## src/rtl/axis_fifo_burst_reader_pkg.sv

```systemverilog
// Shared types and default sizes for the AXI-Stream FIFO burst reader.
// Contents: controller state enum, default stream/count widths, default flush timeout.
package axis_fifo_burst_reader_pkg;

  localparam int unsigned DefTdataWidth    = 32;
  localparam int unsigned DefCntWidth      = 16;
  localparam int unsigned DefTimeoutCycles = 1024;

  typedef enum logic {
    StIdle,
    StBurst
  } state_e;

endpackage

```

## src/rtl/axis_burst_timeout.sv

```systemverilog
// Idle-flush timer for axis_fifo_burst_reader (present only when
// AXIS_FIFO_BURST_READER_TIMEOUT_EN is defined).
// Ports:
//   i_clk     clock
//   i_rst_n   asynchronous active-low reset
//   i_inc     count this cycle (partial data waiting while idle)
//   i_clr     clear the timer
//   o_expire  timer has reached TIMEOUT_CYCLES-1 while counting
`ifdef AXIS_FIFO_BURST_READER_TIMEOUT_EN
module axis_burst_timeout
  import axis_fifo_burst_reader_pkg::*;
#(
  parameter int unsigned TIMEOUT_CYCLES = DefTimeoutCycles
) (
  input  logic i_clk,
  input  logic i_rst_n,
  input  logic i_inc,
  input  logic i_clr,
  output logic o_expire
);

  localparam int unsigned TimerW = $clog2(TIMEOUT_CYCLES);
  localparam logic [TimerW-1:0] TimerMax = TimerW'(TIMEOUT_CYCLES - 1);

  logic [TimerW-1:0] r_timer;

  assign o_expire = i_inc && (r_timer == TimerMax);

  always_ff @(posedge i_clk or negedge i_rst_n) begin
    if (!i_rst_n) begin
      r_timer <= '0;
    end else if (i_clr || o_expire) begin
      r_timer <= '0;
    end else if (i_inc) begin
      r_timer <= r_timer + TimerW'(1);
    end
  end

endmodule
`endif

```

## src/rtl/axis_fifo_burst_reader.sv

```systemverilog
// Drain-side controller for a synchronous AXI-Stream FIFO. Waits until a full burst of
// cfg_data words is buffered, then passes exactly that many words downstream with tlast
// on the final one. Optional macro AXIS_FIFO_BURST_READER_TIMEOUT_EN adds an idle timer
// that flushes a partial burst after TIMEOUT_CYCLES cycles.
// Ports:
//   aclk, aresetn          clock, asynchronous active-low reset
//   cfg_data               burst length L (0 disables)
//   fifo_count             words readable in the upstream FIFO
//   s_axis_*               FIFO master port (tdata/tvalid in, tready out)
//   m_axis_*               downstream stream (tdata/tvalid/tlast out, tready in)
//   busy                   burst in progress
//   sts_bursts             completed-burst counter (wraps)
module axis_fifo_burst_reader
  import axis_fifo_burst_reader_pkg::*;
#(
  parameter int unsigned AXIS_TDATA_WIDTH = DefTdataWidth,
  parameter int unsigned CNT_WIDTH        = DefCntWidth,
  parameter int unsigned TIMEOUT_CYCLES   = DefTimeoutCycles
) (
  input  logic                        aclk,
  input  logic                        aresetn,
  input  logic [CNT_WIDTH-1:0]        cfg_data,
  input  logic [CNT_WIDTH-1:0]        fifo_count,
  input  logic [AXIS_TDATA_WIDTH-1:0] s_axis_tdata,
  input  logic                        s_axis_tvalid,
  output logic                        s_axis_tready,
  output logic [AXIS_TDATA_WIDTH-1:0] m_axis_tdata,
  output logic                        m_axis_tvalid,
  input  logic                        m_axis_tready,
  output logic                        m_axis_tlast,
  output logic                        busy,
  output logic [31:0]                 sts_bursts
);

  if (TIMEOUT_CYCLES < 2) begin : g_bad_timeout
    $error("TIMEOUT_CYCLES must be at least 2");
  end

  state_e               r_state;
  logic                 r_busy;
  logic [31:0]          r_sts_bursts;
  logic [CNT_WIDTH-1:0] r_cnt;
  logic [CNT_WIDTH-1:0] r_len;

  logic w_in_burst;
  logic w_xfer;
  logic w_last;
  logic w_start_full;
  logic w_start_short;

  assign w_in_burst   = (r_state == StBurst);
  assign w_xfer       = w_in_burst && s_axis_tvalid && m_axis_tready;
  // r_len is never 0 in BURST, so len-1 does not underflow there.
  assign w_last       = w_in_burst && (r_cnt == r_len - CNT_WIDTH'(1));
  assign w_start_full = (cfg_data != '0) && (fifo_count >= cfg_data);

`ifdef AXIS_FIFO_BURST_READER_TIMEOUT_EN
  logic w_tmo_inc;
  logic w_tmo_expire;

  // Count only while idle with some, but not a full burst of, data waiting.
  assign w_tmo_inc = !w_in_burst && (fifo_count != '0) && (fifo_count < cfg_data);

  axis_burst_timeout #(
    .TIMEOUT_CYCLES(TIMEOUT_CYCLES)
  ) u_timeout (
    .i_clk   (aclk),
    .i_rst_n (aresetn),
    .i_inc   (w_tmo_inc),
    .i_clr   (!w_tmo_inc),
    .o_expire(w_tmo_expire)
  );

  assign w_start_short = w_tmo_expire;
`else
  assign w_start_short = 1'b0;
`endif

  always_ff @(posedge aclk or negedge aresetn) begin
    if (!aresetn) begin
      r_state      <= StIdle;
      r_busy       <= 1'b0;
      r_sts_bursts <= '0;
      r_cnt        <= '0;
      r_len        <= '0;
    end else begin
      unique case (r_state)
        StIdle: begin
          if (w_start_full) begin
            r_state <= StBurst;
            r_len   <= cfg_data;
            r_cnt   <= '0;
            r_busy  <= 1'b1;
          end else if (w_start_short) begin
            r_state <= StBurst;
            r_len   <= fifo_count;
            r_cnt   <= '0;
            r_busy  <= 1'b1;
          end
        end
        StBurst: begin
          if (w_xfer) begin
            if (w_last) begin
              r_state      <= StIdle;
              r_busy       <= 1'b0;
              r_sts_bursts <= r_sts_bursts + 32'd1;
              r_cnt        <= '0;
            end else begin
              r_cnt <= r_cnt + CNT_WIDTH'(1);
            end
          end
        end
        default: begin
          r_state <= StIdle;
          r_busy  <= 1'b0;
        end
      endcase
    end
  end

  assign m_axis_tdata  = s_axis_tdata;
  assign m_axis_tvalid = w_in_burst && s_axis_tvalid;
  assign s_axis_tready = w_in_burst && m_axis_tready;
  assign m_axis_tlast  = w_last;
  assign busy          = r_busy;
  assign sts_bursts    = r_sts_bursts;

endmodule

```

## config.mk

```make
export PLATFORM = sky130hd
export DESIGN_NAME = axis_fifo_burst_reader
export DESIGN_NICKNAME = d
export VERILOG_FILES = /design/src/rtl/axis_fifo_burst_reader_pkg.sv /design/src/rtl/axis_burst_timeout.sv /design/src/rtl/axis_fifo_burst_reader.sv
export SDC_FILE = /design/constraint.sdc
export NUM_CORES = 1
export LEC_CHECK = 0
export CAP_MARGIN = 40
export CORE_ASPECT_RATIO = 0.6
export CORE_MARGIN = 2
export CORE_UTILIZATION = 51
export CTS_CLUSTER_DIAMETER = 100
export DETAILED_ROUTE_END_ITERATION = 8
export GPL_TIMING_DRIVEN = 0
export HOLD_SLACK_MARGIN = 0.06
export PLACE_DENSITY_LB_ADDON = 0.15
export SLEW_MARGIN = 20
export SYNTH_ARGS = -nofsm -noshare
export SYNTH_HDL_FRONTEND = slang
export SYNTH_SLANG_ARGS = --single-unit
```

## constraint.sdc

```tcl
create_clock -name aclk -period 7.9 [get_ports aclk]
set_input_delay 0.79 -clock aclk [delete_from_list [all_inputs] [get_ports aclk]]
set_output_delay 0.79 -clock aclk [all_outputs]
set_load 0.01 [all_outputs]
```

* Yosys cells after proc, flatten, opt, wreduce, memory -nomap -nowiden
Index checks and enable logic that the tools add are counted.
** Storage, ports and cells
- Output and inout bits :: 68
- Word-level logic and storage cells :: 36
- Flip-flop bits (word level) :: 66
- Bits of input ports :: 68
** Cells by class
- Muxes and demuxes :: 12
- Bitwise gates (word level) :: 1
- Reduce and logical (&&, ||, !) cells :: 10
- Order comparisons :: 1
- Add/subtract/negate cells :: 3
- Eq/ne operators :: 4
** Operators with widths (count)
- $mux W16 :: 3
- $add A32 B1 Y32 const B :: 1
- $pmux W16 S2 :: 1
- $add A16 B1 Y16 const B :: 1
- $eq A16 B16 Y1 :: 1
- $ge A16 B16 Y1 :: 1
- $reduce_bool A16 Y1 :: 1
- $sub A16 B1 Y16 const B :: 1
- $mux W1 :: 6
- $reduce_and A3 Y1 :: 2
- $logic_and A1 B1 Y1 :: 5
- $ne A2 B2 Y1 const B :: 2
- $pmux W1 S2 :: 2
- $reduce_and A2 Y1 :: 2
- $ne A2 B1 Y1 const B :: 1
- $not A1 Y1 :: 1

* Depth between registers and ports, before layout
- Word-level depth :: 6
- Gate-level depth with buffers :: 11
- Depth with buffers taken out :: 9

* Least setup slack after synthesis
No wires, ideal clock.
- Path type :: register to output
- Start :: register r_len[2]
- End :: output m_axis_tlast
- Path buffers :: 1
- Arrival time :: 2395 ps
- Slack :: 4715 ps
- Stages on the path, launching flop included :: 8
- Cell sequence :: dfrtp_1 > nor4_2 > nand3_1 > mux2i_1 > o311a_1 > nor4_1 > buf_2 > and2_1
** Between the ends
- Cells in the longest elaborated chain, start to end :: 3
** Ends and longest elaborated chain
- from (decl) :: RTL line axis_fifo_burst_reader.sv:43 : logic [CNT_WIDTH-1:0] r_len;
- from (signal assigned) :: RTL line axis_fifo_burst_reader.sv:91 : r_len <= cfg_data;
- from (signal assigned) :: RTL line axis_fifo_burst_reader.sv:96 : r_len <= fifo_count;
- $sub A16 B1 Y16 :: RTL line axis_fifo_burst_reader.sv:54 : assign w_last = w_in_burst && (r_cnt == r_len - CNT_WIDTH'(1));
- $eq A16 B16 Y1 :: RTL line axis_fifo_burst_reader.sv:54
- $logic_and A1 B1 Y1 :: RTL line axis_fifo_burst_reader.sv:54
- to (decl) :: RTL line axis_fifo_burst_reader.sv:30 : output logic m_axis_tlast,
Every way passes these cells.

* Final worst setup path
- Start :: register r_len[0]
- End :: output m_axis_tlast
Same word-level chain as after synthesis.

==> flow_summary.json <==
{
  "outcome": "finished clean",
  "synth_edf_count": 0,
  "setup_tns_ns": 0,
  "place_ws_ns": 3.61,
  "ioPinCount": 136,
  "hpwlAfterDp_um": 8610,
  "synthesis.nets": 533,
  "die_h_um": 76.2,
  "grt_pass1_vias": 3847,
  "nets": 649,
  "cp_max_fo": 10,
  "nFillCells": 620,
  "start_util": 0.523,
  "die-area_mm2": 0.00947,
  "num_vias": 3873,
  "drv_slew": 0,
  "max_freq_mhz": 218,
  "finalWorstSetupSlack_ns": 3.31,
  "synth_ff_type": "dfrtp_1",
  "numCtsBuffers": 9,
  "post_cts.repair.setup_buffers": 0,
  "grt_overflow": 0,
  "irDropWorstVdd_mv": 0.174,
  "syn_inst": 446,
  "rows": 26,
  "crit_type": "flip-flop to output port",
  "root_buffer": "clkbuf_16",
  "fin_crit_sh": 0.581,
  "finalClockSkew_ns": 0.00590,
  "gp_congestion": 0.869,
  "clock_latency_ns": 0.34,
  "postCtsResizedCells": 0,
  "htreeDepth": 3,
  "postRouteAntennaNets": 0,
  "synth_area_leader_cell": "dfrtp_1",
  "critPathLaunchType": "flip-flop",
  "synth_cell_types": 44,
  "synthArstFlopShare": 1.00,
  "period_needed_ns": 4.59,
  "maxSlewHeadroom": 0.388,
  "syn_area_mm2": 0.00443,
  "end_kind": "output port",
  "drive_above_1_share": 0.164,
  "finalHoldViolCount": 0,
  "post_drt_wl_per_cell_um": 16.5,
  "required_ns": 7.11,
  "diodes": 0,
  "synth-seq-area-share": 0.373,
  "clock-sinks": 66,
  "drt-initial-drc-count": 241,
  "cts_tree": "built",
  "yosys_warnings": 0,
  "synth_top_cells_by_area": "dfrtp_1, xor2_1, buf_4",
  "dr.pass1.iters": 5,
  "track_usage": 0.248,
  "routed_wl_um": 11200,
  "synthToLayoutAreaGrowth_pct": 33.7,
  "grt_max_degree": 48,
  "crit_arrival_ns": 3.80,
  "synth_top_cell_area_share": 0.373,
  "vias_per_cell": 5.70,
  "hold_path.class": "input port to asynchronous set/reset pin",
  "setup_viol": 0,
  "grt_pass1_wl_um": 19100,
  "cts_hold_buffers": 0,
  "antenna_found_initial": 0,
  "core_mm2": 0.00846,
  "powerDensity_mw_per_mm2": 226,
  "cts_buffer_depth": 2,
  "synth.avg_cell_area_um2": 9.93,
  "grt_setup_unrepaired": "no",
  "drv_cap": 0,
  "worstMarginPinSlew_ns": 0.894,
  "clk_pin_slew_ns": 0.05,
  "synth_seq_cells": 66,
  "port_buffers": 103,
  "drc": 0,
  "cellLeakagePower_uw": 0.00269,
  "die_x_um": 124
}
-- synth_stat cells, types with 7 or more instances --
cell type / instances
clkbuf_1: 10
dfrtp_1: 66
nor2_1: 19
nor4_2: 18
inv_1: 22
and2_1: 8
xor2_1: 43
nor3_1: 7
xnor2_1: 25
mux2_2: 16
buf_4: 32
and3_1: 17
nand3_1: 19
nand4_1: 25
a21oi_1: 7
nor4_1: 12
nand2_1: 23
ha_1: 19
-- stage by stage --
step | power (uW) | instance area (um^2) | cells | hold WS [ns] | util
6_report | 1340 | 5920 | 679 | 0.333 | 0.700
5_1_grt | 1420 | 5920 | 679 | 0.355 | 0.700
4_1_cts | 1340 | 5910 | 678 | 0.341 | 0.699
3_5_place_dp | 943 | 5620 | 662 | 0.461 | 0.665
3_3_place_gp | 919 | 5600 | 661 | 0.456 | 0.662
2_1_floorplan | 797 | 4430 | 446 | 0.494 | -
-- final timing paths --
| path | endpoint | depth (start not counted) | from | slack, ns |
|---|---|---|---|---|
| max in group asynchronous | r_len[0]$_DFFE_PN0P_ | 2 | aresetn | 7.05 |
| worst max register to register | sts_bursts[1]$_DFFE_PN0P_ | 10 | r_len[0]$_DFFE_PN0P_ | 4.49 |
| min in group aclk | sts_bursts[31]$_DFFE_PN0P_ | 1 | sts_bursts[31]$_DFFE_PN0P_ | 0.46 |
| worst max-delay path | m_axis_tlast | 10 | r_len[0]$_DFFE_PN0P_ | 3.31 |
| worst min register to register | sts_bursts[31]$_DFFE_PN0P_ | 1 | sts_bursts[31]$_DFFE_PN0P_ | 0.46 |
| worst min-delay path | sts_bursts[10]$_DFFE_PN0P_ | 1 | aresetn | 0.33 |
-- registers in the layout, summed over array words and instances, names as in the netlist --
signal      flops
busy            1
r_state         1
r_len          16
r_cnt          16
sts_bursts     32
-- cell type report --
class                           instances  area (um^2)  share of cell area
Timing Repair Buffer                  105         1060               0.180
Clock inverter                          5         55.1             0.00930
Clock buffer                           11          233              0.0393
Tap cell                              112          140              0.0237
Buffer                                 51          344              0.0581
Multi-Input combinational cell        307         2350               0.397
Sequential cell                        66         1650               0.279
Inverter                               22         82.6              0.0140
-- routing by layer --
metal  wire, um  GRT usage  up-vias
met5          0          0        -
met4        131     0.0551        0
met3        948     0.0646       17
met2       4970      0.384      182
met1       5170      0.354     1885
li1           -          -     1789
-- power breakdown --
group          internal (uW)  switching, uW
sequential               400           83.0
combinational            221            246
clock                    243            145
-- cell usage in the layout (no fill, tap or decap), types with 3 or more instances in the layout --
master and count:
dfrtp_1 66, nand3_1 19, clkbuf_16 9, xnor2_1 25, ha_1 19, nor2_1 19, nor4_1 12, and3_1 17
nand2b_1 3, inv_1 22, nor3b_1 3, clkdlybuf4s50_1 102, buf_4 33, mux2_2 16, nor3_1 7, nor4_2 18
and4_1 6, nand2_1 23, nand4_1 25, xor2_1 43, a21oi_1 7, o21ai_0 6, clkbuf_1 12, or4_1 4
buf_2 5, and2_1 8
-- critical path, cell delays in order, from the launching register on --
cell	delay, ns
dfrtp_1	0.46
inv_1	0.11
ha_1	0.30
nor3b_1	0.41
nand3_1	0.24
mux2i_1	0.17
o311a_1	0.42
nor4_1	0.34
buf_2	0.30
and2_1	0.15
clkdlybuf4s50_1	0.54
-- cells by family (layout without fill, tap and decap cells) --
group	Yosys count	in the layout	synth area share
buffers and inverters	73	194	0.0964
XOR/XNOR	68	68	0.135
AND/OR/NAND/NOR	172	172	0.252
multiplexers	18	18	0.0452
flip-flops	66	66	0.373
adder cells (fa/ha/maj)	19	19	0.0537
AO/OA/AOI/OAI	30	30	0.0455
Power figures use the tool's default switching activity.
